`config.mk`:
```
export PLATFORM = sky130hd
export DESIGN_NAME = seg7_scan_driver
export DESIGN_NICKNAME = d
export VERILOG_FILES = /design/src/rtl/seg7_scan_driver.sv
export SDC_FILE = /design/constraint.sdc
export NUM_CORES = 1
export LEC_CHECK = 0
export BUFFER_PORTS_ARGS = -buffer_cell sky130_fd_sc_hd__buf_2
export CAP_MARGIN = 20
export CORE_MARGIN = 3
export CORE_UTILIZATION = 64
export CTS_BUF_LIST = sky130_fd_sc_hd__clkbuf_8
export DETAILED_ROUTE_END_ITERATION = 10
export PLACE_DENSITY = 0.86
export SLEW_MARGIN = 40
export SYNTH_ARGS = -nofsm -noshare
export SYNTH_HDL_FRONTEND = slang
export SYNTH_SLANG_ARGS = --single-unit
```
`constraint.sdc`:
```
create_clock -name C -period 3.4 [get_ports C]
set_input_delay 0.51 -clock C [delete_from_list [all_inputs] [get_ports C]]
set_output_delay 0.51 -clock C [all_outputs]
set_load 0.03 [all_outputs]
```
`src/rtl/seg7_scan_driver.sv`:
```
// Time-multiplexed driver for a 2-digit common-segment 7-segment display.
// Latches the shown value only at frame boundaries, blanks each slot briefly, and decodes BCD to segments.
module seg7_scan_driver #(
    parameter int unsigned SCAN_DIV     = 1024,
    parameter int unsigned BLANK_CYCLES = 16
) (
    input  logic       C,
    input  logic       CLR,
    input  logic [7:0] bcd_in,
    input  logic       load,
    input  logic [1:0] dp_in,
    input  logic       blank_lz,
    output logic [7:0] seg,
    output logic [1:0] dig_en,
    output logic       frame_start
);

    localparam int unsigned CNT_W = 16;
    localparam logic [CNT_W-1:0] SLOT_LAST = CNT_W'(SCAN_DIV - 1);

    typedef struct packed {
        logic [7:0] bcd;
        logic [1:0] dp;
        logic       lz;
    } disp_t;

    logic [CNT_W-1:0] slot_cnt;
    logic             digit;
    disp_t            disp;
    disp_t            pend;
    logic             pend_flag;

    logic             slot_wrap;
    logic             frame_bnd;
    logic             in_blank;
    logic [3:0]       nibble;
    logic [7:0]       seg_nxt;
    logic [1:0]       dig_nxt;
    logic             fs_nxt;
    disp_t            load_val;

    function automatic logic [6:0] decode(input logic [3:0] n);
        logic [6:0] s;
        case (n)
            4'd0:    s = 7'h3F;
            4'd1:    s = 7'h06;
            4'd2:    s = 7'h5B;
            4'd3:    s = 7'h4F;
            4'd4:    s = 7'h66;
            4'd5:    s = 7'h6D;
            4'd6:    s = 7'h7D;
            4'd7:    s = 7'h07;
            4'd8:    s = 7'h7F;
            4'd9:    s = 7'h6F;
            default: s = 7'h40;
        endcase
        return s;
    endfunction

    assign slot_wrap = (slot_cnt == SLOT_LAST);
    assign frame_bnd = slot_wrap && digit;
    assign in_blank  = (32'(slot_cnt) < BLANK_CYCLES);
    assign load_val  = '{bcd: bcd_in, dp: dp_in, lz: blank_lz};

    // Output pattern for the current (slot_cnt, digit); registered below.
    always_comb begin
        seg_nxt = '0;
        dig_nxt = '0;
        fs_nxt  = (slot_cnt == '0) && !digit;
        nibble  = digit ? disp.bcd[7:4] : disp.bcd[3:0];
        if (!in_blank) begin
            dig_nxt    = digit ? 2'b10 : 2'b01;
            seg_nxt[6:0] = (digit && disp.lz && (disp.bcd[7:4] == 4'd0)) ? 7'h00 : decode(nibble);
            seg_nxt[7] = disp.dp[digit];
        end
    end

    // Scan counters and registered outputs.
    always_ff @(posedge C or posedge CLR) begin
        if (CLR) begin
            slot_cnt    <= '0;
            digit       <= 1'b0;
            seg         <= '0;
            dig_en      <= '0;
            frame_start <= 1'b0;
        end else begin
            slot_cnt    <= slot_wrap ? '0 : slot_cnt + CNT_W'(1);
            if (slot_wrap) begin
                digit <= ~digit;
            end
            seg         <= seg_nxt;
            dig_en      <= dig_nxt;
            frame_start <= fs_nxt;
        end
    end

    // Frame-synchronous value latch; a load on the boundary itself bypasses pending.
    always_ff @(posedge C or posedge CLR) begin
        if (CLR) begin
            disp      <= '0;
            pend      <= '0;
            pend_flag <= 1'b0;
        end else if (load && frame_bnd) begin
            disp      <= load_val;
            pend_flag <= 1'b0;
        end else begin
            if (frame_bnd && pend_flag) begin
                disp      <= pend;
                pend_flag <= 1'b0;
            end
            if (load) begin
                pend      <= load_val;
                pend_flag <= 1'b1;
            end
        end
    end

endmodule

```
==> results by group, run 1 <==
Critical path
  – Crit-path max FO: 11
  – FF-to-FF setup slack: 0.92 ns
  – RR Endpoint: pend[9]
  – Slowest Stage Delay on Critical Path: between 0.7 and 0.8 ns
  – CP endpoint kind: flop
  – Cell Chain, Critical Path: or4_4, or4_1, nand2_4, mux2_1
  – Crit path kind: reg -> reg
  – Worst setup endpoint: pend[9]
  – Critical path's slowest cell: or4_1
  – Reg-to-Reg Start: slot_cnt[10]
  – Critical Path RT: 3.59 ns
  – Worst-case reg-to-reg path depth: 4
  – Top Family by Delay on Critical Path: simple AND/OR/NAND/NOR gates
  – CP startpoint kind: flop
  – CP Depth: 4
  – Critical path arrival: around 2.7 ns
  – Count of buffer and inverter cells on the critical path: 0
  – Crit path launch: slot_cnt[10]

Yosys
  – Post-Synth Simple-Gate Area: 17.2%
  – Ys Warns: 0
  – Share of synthesized registers carrying an async set or reset: 100%
  – Post-synthesis compound-gate area fraction: under 10%
  – Mapped Area: 2420 sq um
  – Post-synthesis sequential area ratio: about 53%
  – Main flop type after synthesis: dfrtp_1
  – #FFs+latches synth: just over 50
  – Post-Synth Adder-Cell Area: 3.63%
  – Syn Inst Count: about 210
  – Largest family of logic cells by synthesized area: simple AND/OR/NAND/NOR gates
  – Mean Syn Cell Area: ~12 sq um
  – Syn_nets: 230
  – Post-synthesis cell type count: 42
  – Mux cell area share after synthesis: 9.74%
  – Post-synthesis xor/xnor area fraction: around 5.1%
  – EDFF count, synth: 0

STA
  – Fin. Hold Viols: 0
  – RSZ-0062 raised after global routing: no
  – Setup TNS: 0 ns
  – Rel. slew slack: 55.6%
  – Final period util: 73.0%
  – Max Freq: between 0.4 and 0.5 GHz
  – # setup viols final: 0
  – Fin. max-slew vios: 0
  – Fin crit period: between 2 and 2.5 ns
  – Clock skew: 0.00893 ns
  – Worst-Margin Slew: around 0.65 ns
  – Post-route setup slack: between 0.9 and 1 ns

Detailed routing
  – ANT nets after route: 0
  – Vias per inst: between 5 and 6
  – Vias: about 1600
  – DRC: 0
  – TritonRoute pass-1 iters: 4
  – Drt total wl: 4.25 mm
  – Routed WL per cell: around 15 um
  – Iter 0 DRT Violations: between 100 and 150

Cells and area
  – Area Growth Syn to Fin: 12.0%
  – Post-Layout Cell Count: between 200 and 300
  – Final #Nets: between 200 and 300
  – N_diodes: 0
  – Leading cell type in the layout, fill and taps excluded: dfrtp_1
  – Util after Layout: between 70% and 80%
  – Filler cells: between 200 and 250
  – Share of cells above drive strength 1: 22.3%
  – Most frequent cells in the layout: 51 x dfrtp_1, 24 x buf_2, 18 x nand3_1

Clock tree
  – CTS tree: yes
  – Clock Latency Late Sink: between 0.3 and 0.4 ns
  – CTS Hold Bufs: 0
  – CTS clk-pin slew, worst paths: ~0.090 ns
  – H-Tree Depth: 2
  – Clock net sink count: 51
  – Cts repair resizes: 0
  – Clock Tree Buf Depth: 2
  – Buffer count from post-CTS setup fixing: 0
  – Root Buffer Master: clkbuf_8
  – CTS Buf Count: 5

Hold path
  – Hold Path Class: in -> async

Place
  – Pre-CTS WS: about 0.93 ns
  – # port buffers: 24
  – Inst Count DP: around 280
  – Post-DP HPWL: 2.99 mm
  – Final Wtd Congestion: ~0.79

Power
  – Part of the power in registers: between 50% and 60%
  – Sw Ratio: 20.5%
  – VDD IR max: between 0.3 and 0.4 mV
  – Combinational share of power: ~6.8%
  – Pwr per Cell Area: around 440 nW/um^2
  – Clock network power share: around two fifths
  – Pleak: 1.27 nW
  – Internal: between 0.9 and 1 mW
  – NetSw: between 0.2 and 0.25 mW

Die
  – Die area: 4550 sq um
  – Initial Util: around 69%
  – Core Area: ~3500 sq um
  – Die height: 67.4 um
  – Num rows: 21
  – Die width: between 60 and 70 um
  – IO Pins: 25

Global routing
  – Vias in the first global route: 1583
  – First-pass GRT wire length: between 7 and 8 mm
  – Pin count of the biggest net entering global routing: 52
  – Initial antenna violation count: 0
  – Overall routing resource usage: a little under a quarter
  – Overflow after GRT: 0

Status
  – Status: complete, no violations

Run
  – Maxcap violations: 0
-- per-stage QoR --
step | hold slack [ns] | total power [mW] | instance area [sq um]
final | 0.271 | 1.20 | 2710
after global routing | 0.317 | 1.24 | 2710
after CTS | 0.289 | 1.21 | 2710
after detailed placement | 0.479 | 0.730 | 2570
after global placement | 0.474 | 0.728 | 2570
after floorplan | 0.458 | 0.707 | 2420
-- synthesized netlist by cell type, drive strengths merged, types with 2 or more instances --
| master | number | area [sq um] |
|---|---|---|
| nand3 | 18 | 90.1 |
| inv | 9 | 33.8 |
| dfrtp | 51 | 1280 |
| buf | 4 | 40.0 |
| mux2 | 14 | 195 |
| o21ai | 4 | 20.0 |
| a2bb2oi | 5 | 43.8 |
| xor2 | 7 | 61.3 |
| nor4 | 4 | 31.3 |
| nand4 | 3 | 18.8 |
| nor2 | 15 | 58.8 |
| ha | 7 | 87.6 |
| a32oi | 6 | 52.6 |
| mux2i | 4 | 40.0 |
| nand2 | 17 | 71.3 |
| o22ai | 5 | 31.3 |
| xnor2 | 7 | 61.3 |
| or4 | 2 | 18.8 |
| nand4bb | 2 | 22.5 |
| nor2b | 3 | 18.8 |
| and2 | 3 | 18.8 |
| and4 | 3 | 26.3 |
| a21oi | 6 | 30.0 |
-- layout make-up --
cell class	count	area (sq um)	area share, %
well taps	46	57.6	2.13
multi-input cells	144	1070	39.5
flip-flops and latches	51	1280	47.2
repair buffers	26	135	4.99
clock buffers	5	68.8	2.54
clock inverters	3	63.8	2.36
inverters	9	36.3	1.34
-- metal layers --
layer  global-route usage, %  vias up  wire (um)
li1                        -      808          -
met1                    32.0      795       1980
met2                    33.1       38       1970
met3                    5.66        8        219
met4                    9.11        0         86
met5                       0        -          0
-- how the worst min path moves through the flow --
| stage | start | to | slack [ns] | cells after the start |
|---|---|---|---|---|
| 2_1_floorplan | slot_cnt[11] | slot_cnt[11] | 0.46 | 1 |
| 3_3_place_gp | slot_cnt[11] | slot_cnt[11] | 0.47 | 1 |
| 3_5_place_dp | slot_cnt[11] | slot_cnt[11] | 0.48 | 1 |
| 4_1_cts | CLR | seg[2] | 0.29 | 2 |
| 5_1_grt | CLR | seg[4] | 0.32 | 2 |
| 6_report | CLR | seg[2] | 0.27 | 2 |
-- power by group through the flow --
stage               Sequential, mW  Combinational (mW)  Clock, mW
global route                 0.639              0.0895      0.514
floorplan                    0.654              0.0533          0
finish                       0.637              0.0813      0.480
CTS                          0.637              0.0825      0.488
global placement             0.648              0.0793          0
detailed placement           0.649              0.0819          0
-- kinds of logic (layout without fill, tap and decap cells) --
family,Yosys count,after routing
flip-flops,51,51
AND/OR/NAND/NOR,76,76
multiplexers,18,18
adder cells (fa/ha/maj),7,7
buffers and inverters,14,43
XOR/XNOR,14,14
AO/OA/AOI/OAI,29,29
-- sequential cells by signal, summed over array words and instances (netlist names) --
register     cells
seg              8
disp            11
dig_en           2
frame_start      1
digit            1
pend            11
pend_flag        1
slot_cnt        16
-- worst reg2reg max path, delay by kind of cell, from the launching register on --
| kind | cells | cell delay [ns] |
|---|---|---|
| flops | 1 | 0.41 |
| mux | 1 | 0.36 |
| simple gates | 3 | 1.60 |
No activity file was read; power rests on OpenSTA's default activity.
==> run 2: changes to the inputs <==
- CORE_UTILIZATION: 64 -> 55
- PLACE_DENSITY: 0.86 -> 0.78
- clock period: 3.4 -> 2 ns (I/O delays scaled with it)
==> run 2 against run 1 <==
  * The flow now finishes with violations (negative setup slack)
  * Wire length up 7.9%
  * Die area increased by 15%
  * Worst hold slack got worse by 0.26 ns
  * Clock-buffer cell count unchanged
==> results by group, run 2 (synthesis results as in run 1) <==
Detailed routing
  – Drt total wl: 4.59 mm (was 4.25 mm)
  – Iter 0 DRT Violations: 113 (was 104)
  – Vias: 1750 (was 1649)
  – DRC: 0 (unchanged)
  – Routed WL per cell: 14.8 um (was 15.0 um)
  – Vias per inst: 5.66 (was 5.81)
  – ANT nets after route: 0 (unchanged)
  – TritonRoute pass-1 iters: 4 (unchanged)

Cells and area
  – Post-Layout Cell Count: 309 (was 284)
  – Largest Register: slot_cnt (unchanged)
  – Max reg flops: 16 (unchanged)
  – Leading cell type in the layout, fill and taps excluded: dfrtp_1 (unchanged)
  – Most frequent cells in the layout: 51 x dfrtp_1, 24 x buf_2, 22 x buf_4 (was 51 x dfrtp_1, 24 x buf_2, 18 x nand3_1)
  – Share of cells above drive strength 1: 31.7% (was 22.3%)
  – Design area: 2880 sq um (was 2710 sq um)
  – Top flop regs: slot_cnt: 16 flops, disp: 11 flops, pend: 11 flops (unchanged)
  – Util after Layout: 69.9% (was 77.4%)
  – Final #Nets: 279 (was 258)
  – N_diodes: 0 (unchanged)
  – Area Growth Syn to Fin: 19.1% (was 12.0%)

Power
  – Pwr Total: 1.80 mW (was 1.20 mW)
  – VDD IR max: 0.446 mV (was 0.347 mV)
  – Pwr per Cell Area: 626 nW/um^2 (was 443 nW/um^2)
  – Pleak: 1.37 nW (was 1.27 nW)

Die
  – Die area: 5220 sq um (was 4550 sq um)
  – Num rows: 23 (was 21)
  – Die width: 72.3 um (was 67.4 um)
  – Initial Util: 58.7% (was 69.1%)
  – IO Pins: 25 (unchanged)
  – Core Area: 4120 sq um (was 3490 sq um)
  – Die height: 72.3 um (was 67.4 um)

Place
  – Post-DP HPWL: 3.27 mm (was 2.99 mm)
  – Placed cell area: 2720 sq um (was 2570 sq um)
  – # port buffers: 24 (unchanged)
  – Pre-CTS WS: -0.0775 ns (was 0.932 ns)
  – Inst Count DP: 299 (was 276)
  – Final Wtd Congestion: 0.777 (was 0.790)

Status
  – Status: finished, violations left (was complete, no violations)
  – Failing checks: negative setup slack

Critical path
  – Crit-path max FO: 6 (was 11)
  – Worst-case reg-to-reg path depth: 5 (was 4)
  – Crit-path most repeated cell: or4_4
  – Top Family by Delay on Critical Path: simple AND/OR/NAND/NOR gates (unchanged)
  – Critical path arrival: 2.29 ns (was 2.67 ns)
  – Count of buffer and inverter cells on the critical path: 1 (was 0)
  – CP endpoint kind: flop (unchanged)
  – Crit path launch: slot_cnt[13] (was slot_cnt[10])
  – Reg-to-Reg Start: slot_cnt[13] (was slot_cnt[10])
  – Critical Path RT: 2.24 ns (was 3.59 ns)
  – CP Depth: 5 (was 4)
  – Critical path's slowest cell: or4_4 (was or4_1)
  – Slowest Stage Delay on Critical Path: 0.58 ns (was 0.73 ns)
  – Cell Chain, Critical Path: or4_4, or4_4, buf_6, nor2_4, a2bb2oi_2 (was or4_4, or4_1, nand2_4, mux2_1)
  – CP startpoint kind: flop (unchanged)
  – Crit path kind: reg -> reg (unchanged)

STA
  – # setup viols final: 16 (was 0)
  – Max Freq: 0.486 GHz (was 0.403 GHz)
  – Worst-Margin Slew: 0.588 ns (was 0.648 ns)
  – Post-route setup slack: -0.0567 ns (was 0.919 ns)
  – RSZ-0062 raised after global routing: yes (was no)
  – Clock skew: 0.00776 ns (was 0.00893 ns)
  – Final period util: 103% (was 73.0%)
  – Fin crit period: 2.06 ns (was 2.48 ns)
  – Fin. max-slew vios: 0 (unchanged)
  – Fin. Hold Viols: 0 (unchanged)
  – Rel. slew slack: 60.6% (was 55.6%)

Run
  – Maxcap violations: 0 (unchanged)

Global routing
  – First-pass GRT wire length: 7.74 mm (was 7.61 mm)
  – Pin count of the biggest net entering global routing: 26 (was 52)
  – Overall routing resource usage: 19.2% (was 22.5%)
  – Overflow after GRT: 0 (unchanged)
  – Initial antenna violation count: 0 (unchanged)
  – Vias in the first global route: 1599 (was 1583)

Clock tree
  – Root Buffer Master: clkbuf_8 (unchanged)
  – CTS tree: yes (unchanged)
  – CTS Buf Count: 5 (unchanged)
  – H-Tree Depth: 2 (unchanged)
  – CTS clk-pin slew, worst paths: 0.09 ns (about the same)
  – Clock net sink count: 51 (unchanged)
  – Clock Latency Late Sink: 0.30 ns (was 0.31 ns)
  – Clock Tree Buf Depth: 2 (unchanged)

Hold path
  – Hold Path Class: in -> async (unchanged)
## run 2: per-layer routing
layer	track usage [%]	vias to the layer above	wire length, um
met1	28.5	841	2170
met4	7.31	0	57
met3	4.71	7	221
met5	0	-	0
met2	27.3	47	2140
li1	-	855	-
## run 2: worst reg2reg max path, stage by stage (launching register included)
cell and delay, ns:
dfrtp_1 0.40, or4_4 0.58, or4_4 0.48, buf_6 0.16
nor2_4 0.20, a2bb2oi_2 0.16
## run 2: stage by stage
step	hold slack, ns	TNS, ns
6_report	0.0103	-0.715
3_5_place_dp	0.354	-0.765
2_1_floorplan	0.432	-1.14
4_1_cts	0.0190	-0.393
5_1_grt	0.0467	-0.995
3_3_place_gp	0.350	-0.390
## run 2: worst paths after layout
| path | end | slack (ns) |
|---|---|---|
| max | disp[7] | -0.06 |
| max in group asynchronous | digit | 1.42 |
| max reg2reg | disp[7] | -0.06 |
| min | seg[2] | 0.01 |
| min reg2reg | slot_cnt[15] | 0.50 |
| min in group C | pend[4] | 0.24 |
## run 2: power by group
part | total, mW | internal [mW] | leakage [nW] | switching [mW]
Sequential | 1.08 | 1.06 | 0.601 | 0.0198
Combinational | 0.150 | 0.0701 | 0.723 | 0.0800
Clock | 0.567 | 0.240 | 0.0453 | 0.328
Total | 1.80 | 1.37 | 1.37 | 0.427
## run 2: area by class of cell
cell class	instances	area (sq um)
Inverter	9	33.8
Clock inverter	3	16.3
Fill cell	297	1240
Tap cell	50	62.6
Multi-Input combinational cell	144	1120
Sequential cell	51	1280
Timing Repair Buffer	47	297
Clock buffer	5	68.8
## run 2: timing repair
item | CTS | global route
buffers inserted | 0 | 2
hold buffers | 0 | 0
resized for setup | 2 | 8
pin swaps | 1 | 1
endpoints found under the hold margin | 0 | 0
cloned | 0 | 0
endpoints found under the setup margin | 16 | 16
==> run 3: changes to the inputs <==
- CORE_MARGIN: 3 -> 5
- MAX_ROUTING_LAYER: not set -> met4
==> run 3 against run 2 <==
  * The flow now finishes without violations
  * Largest power group unchanged
  * Fmax is 3.3% higher
  * Sequential share of layout area fell by 0.17 points
  * First-iteration DRC count is 8.8% higher
  * Utilization is 2.7 points lower
  * Cell count grew 0.32%
  * Sequential cell count is the same
  * Worst hold slack gained 0.13 ns
==> results by group, run 3 (synthesis results as in run 1) <==
Detailed routing
  – DRC: 0 (unchanged)
  – Vias per inst: 5.65 (was 5.66)
  – Metal-1 WL: 2.15 mm (was 2.17 mm)
  – Drt total wl: 4.72 mm (was 4.59 mm)
  – Metal3 WL: 237 um (was 221 um)
  – Routed WL per cell: 15.2 um (was 14.8 um)
  – Met2 wire length: 2.25 mm (was 2.14 mm)
  – Max layer used: met4 (unchanged)
  – TritonRoute pass-1 iters: 4 (unchanged)
  – ANT nets after route: 0 (unchanged)
  – Vias: 1751 (was 1750)
  – Iter 0 DRT Violations: 123 (was 113)

Clock tree
  – Root Buffer Master: clkbuf_8 (unchanged)
  – CTS tree: yes (unchanged)
  – CTS Buf Count: 5 (unchanged)
  – Clock Tree Buf Depth: 2 (unchanged)
  – Clock net sink count: 51 (unchanged)
  – CTS clk-pin slew, worst paths: 0.10 ns (was 0.09 ns)
  – CTS Hold Bufs: 0 (unchanged)
  – Buffer count from post-CTS setup fixing: 0 (unchanged)
  – H-Tree Depth: 2 (unchanged)
  – Clock Latency Late Sink: 0.31 ns (was 0.30 ns)

Die
  – Die width: 76.3 um (was 72.3 um)
  – Initial Util: 56.3% (was 58.7%)
  – Die height: 76.3 um (was 72.3 um)
  – Core Area: 4290 sq um (was 4120 sq um)
  – Die area: 5820 sq um (was 5220 sq um)
  – Num rows: 24 (was 23)
  – IO Pins: 25 (unchanged)

STA
  – Fin. max-slew vios: 0 (unchanged)
  – Clock skew: 0.0143 ns (was 0.00776 ns)
  – Worst Hold Margin: 0.141 ns (was 0.0103 ns)
  – Fin. Hold Viols: 0 (unchanged)
  – Worst-Margin Slew: 0.655 ns (was 0.588 ns)
  – Max Freq: 0.502 GHz (was 0.486 GHz)
  – Final period util: 99.5% (was 103%)
  – Rel. slew slack: 56.2% (was 60.6%)
  – # setup viols final: 0 (was 16)
  – Setup TNS: 0 ns (was -0.715 ns)
  – RSZ-0062 raised after global routing: yes (unchanged)
  – Fin crit period: 1.99 ns (was 2.06 ns)
  – Post-route setup slack: 0.00908 ns (was -0.0567 ns)

Place
  – Pre-CTS WS: -0.0598 ns (was -0.0775 ns)
  – Post-DP HPWL: 3.29 mm (was 3.27 mm)
  – Final Wtd Congestion: 0.801 (was 0.777)
  – # port buffers: 24 (unchanged)
  – Inst Count DP: 301 (was 299)

Status
  – Status: complete, no violations (was finished, violations left)

Critical path
  – CP endpoint kind: flop (unchanged)
  – Critical Path RT: 2.19 ns (was 2.24 ns)
  – Cell Chain, Critical Path: or4_4, or4_4, nand2_8, mux2_4 (was or4_4, or4_4, buf_6, nor2_4, a2bb2oi_2)
  – Slowest Stage Delay on Critical Path: 0.54 ns (was 0.58 ns)
  – Critical path's slowest cell: or4_4 (unchanged)
  – Crit-path most repeated cell: or4_4 (unchanged)
  – CP startpoint kind: flop (unchanged)
  – Crit path kind: reg -> reg (unchanged)
  – Critical path arrival: 2.18 ns (was 2.29 ns)
  – Crit-path max FO: 11 (was 6)
  – FF-to-FF setup slack: 0.009 ns (was -0.06 ns)
  – Count of buffer and inverter cells on the critical path: 0 (was 1)
  – Top Family by Delay on Critical Path: simple AND/OR/NAND/NOR gates (unchanged)

Global routing
  – Vias in the first global route: 1719 (was 1599)
  – Initial antenna violation count: 0 (unchanged)
  – Overflow after GRT: 0 (unchanged)
  – Overall routing resource usage: 17.7% (was 19.2%)
  – Pin count of the biggest net entering global routing: 52 (was 26)
  – First-pass GRT wire length: 8.18 mm (was 7.74 mm)

Cells and area
  – Share of cells above drive strength 1: 29.8% (was 31.7%)
  – Largest Register: slot_cnt (unchanged)
  – Most frequent cells in the layout: 51 x dfrtp_1, 25 x buf_2, 20 x buf_4 (was 51 x dfrtp_1, 24 x buf_2, 22 x buf_4)
  – Area Growth Syn to Fin: 19.5% (was 19.1%)
  – Flip-flop and latch area: 1280 sq um (unchanged)
  – Filler cells: 314 (was 297)
  – N_diodes: 0 (unchanged)
  – Final #Nets: 278 (was 279)
  – Max reg flops: 16 (unchanged)
  – Top flop regs: slot_cnt: 16 flops, disp: 11 flops, pend: 11 flops (unchanged)
  – Post-Layout Cell Count: 310 (was 309)
  – Area taken by multi-input logic gates: 1110 sq um (was 1120 sq um)
  – Leading cell type in the layout, fill and taps excluded: dfrtp_1 (unchanged)

Power
  – Pwr per Cell Area: 679 nW/um^2 (was 626 nW/um^2)
  – Pleak: 1.37 nW (about the same)
  – VDD IR max: 0.588 mV (was 0.446 mV)

Hold path
  – Hold Path Class: in -> async (unchanged)

Run
  – Maxcap violations: 0 (unchanged)
## run 3: path summary, 6_finish.rpt
kind                               from            to  cells past startpoint
setup / recovery           slot_cnt[12]       pend[0]                      4
setup reg to reg           slot_cnt[12]       pend[0]                      4
hold reg to reg            slot_cnt[13]  slot_cnt[13]                      1
hold / removal                      CLR        seg[4]                      3
max in group asynchronous           CLR   slot_cnt[0]                      3
min in group C                bcd_in[3]       pend[6]                      2
## run 3: final cells by class
cell class,count,share of cell area (%)
clock inverters,2,1.21
flip-flops and latches,51,44.2
multi-input cells,144,38.4
repair buffers,46,9.92
inverters,9,1.17
clock buffers,6,2.86
well taps,52,2.25
## run 3: metal layers
metal,track usage (%),vias up
li1,-,840
met1,24.2,846
met2,26.9,58
met3,2.72,7
met4,6.29,0
met5,-,-
## run 3: through the flow
step | area [sq um] | total power [mW] | util [%]
floorplan | 2420 | 1.20 | -
global placement | 2730 | 1.24 | 63.5
detailed placement | 2730 | 1.24 | 63.5
CTS | 2870 | 1.97 | 66.7
global route | 2890 | 2.03 | 67.2
finish | 2890 | 1.96 | 67.2
## run 3: repair_timing
item	in CTS	in global routing
endpoints found under the setup margin	16	20
resized for setup	3	5
gates cloned	0	1
pin swaps	3	2
## run 3: worst register-to-register path, delay by kind of cell (launching register included)
family           cells  cell delay, ns
DFF                  1            0.39
muxes                1            0.32
and+or+nand+nor      3            1.18
## run 3: report_power, final
group	leakage, nW	total (mW)	internal [mW]	switching, mW
logic	0.712	0.144	0.0660	0.0779
registers	0.601	1.08	1.06	0.0193
clock network	0.0612	0.734	0.405	0.329
total	1.37	1.96	1.54	0.426
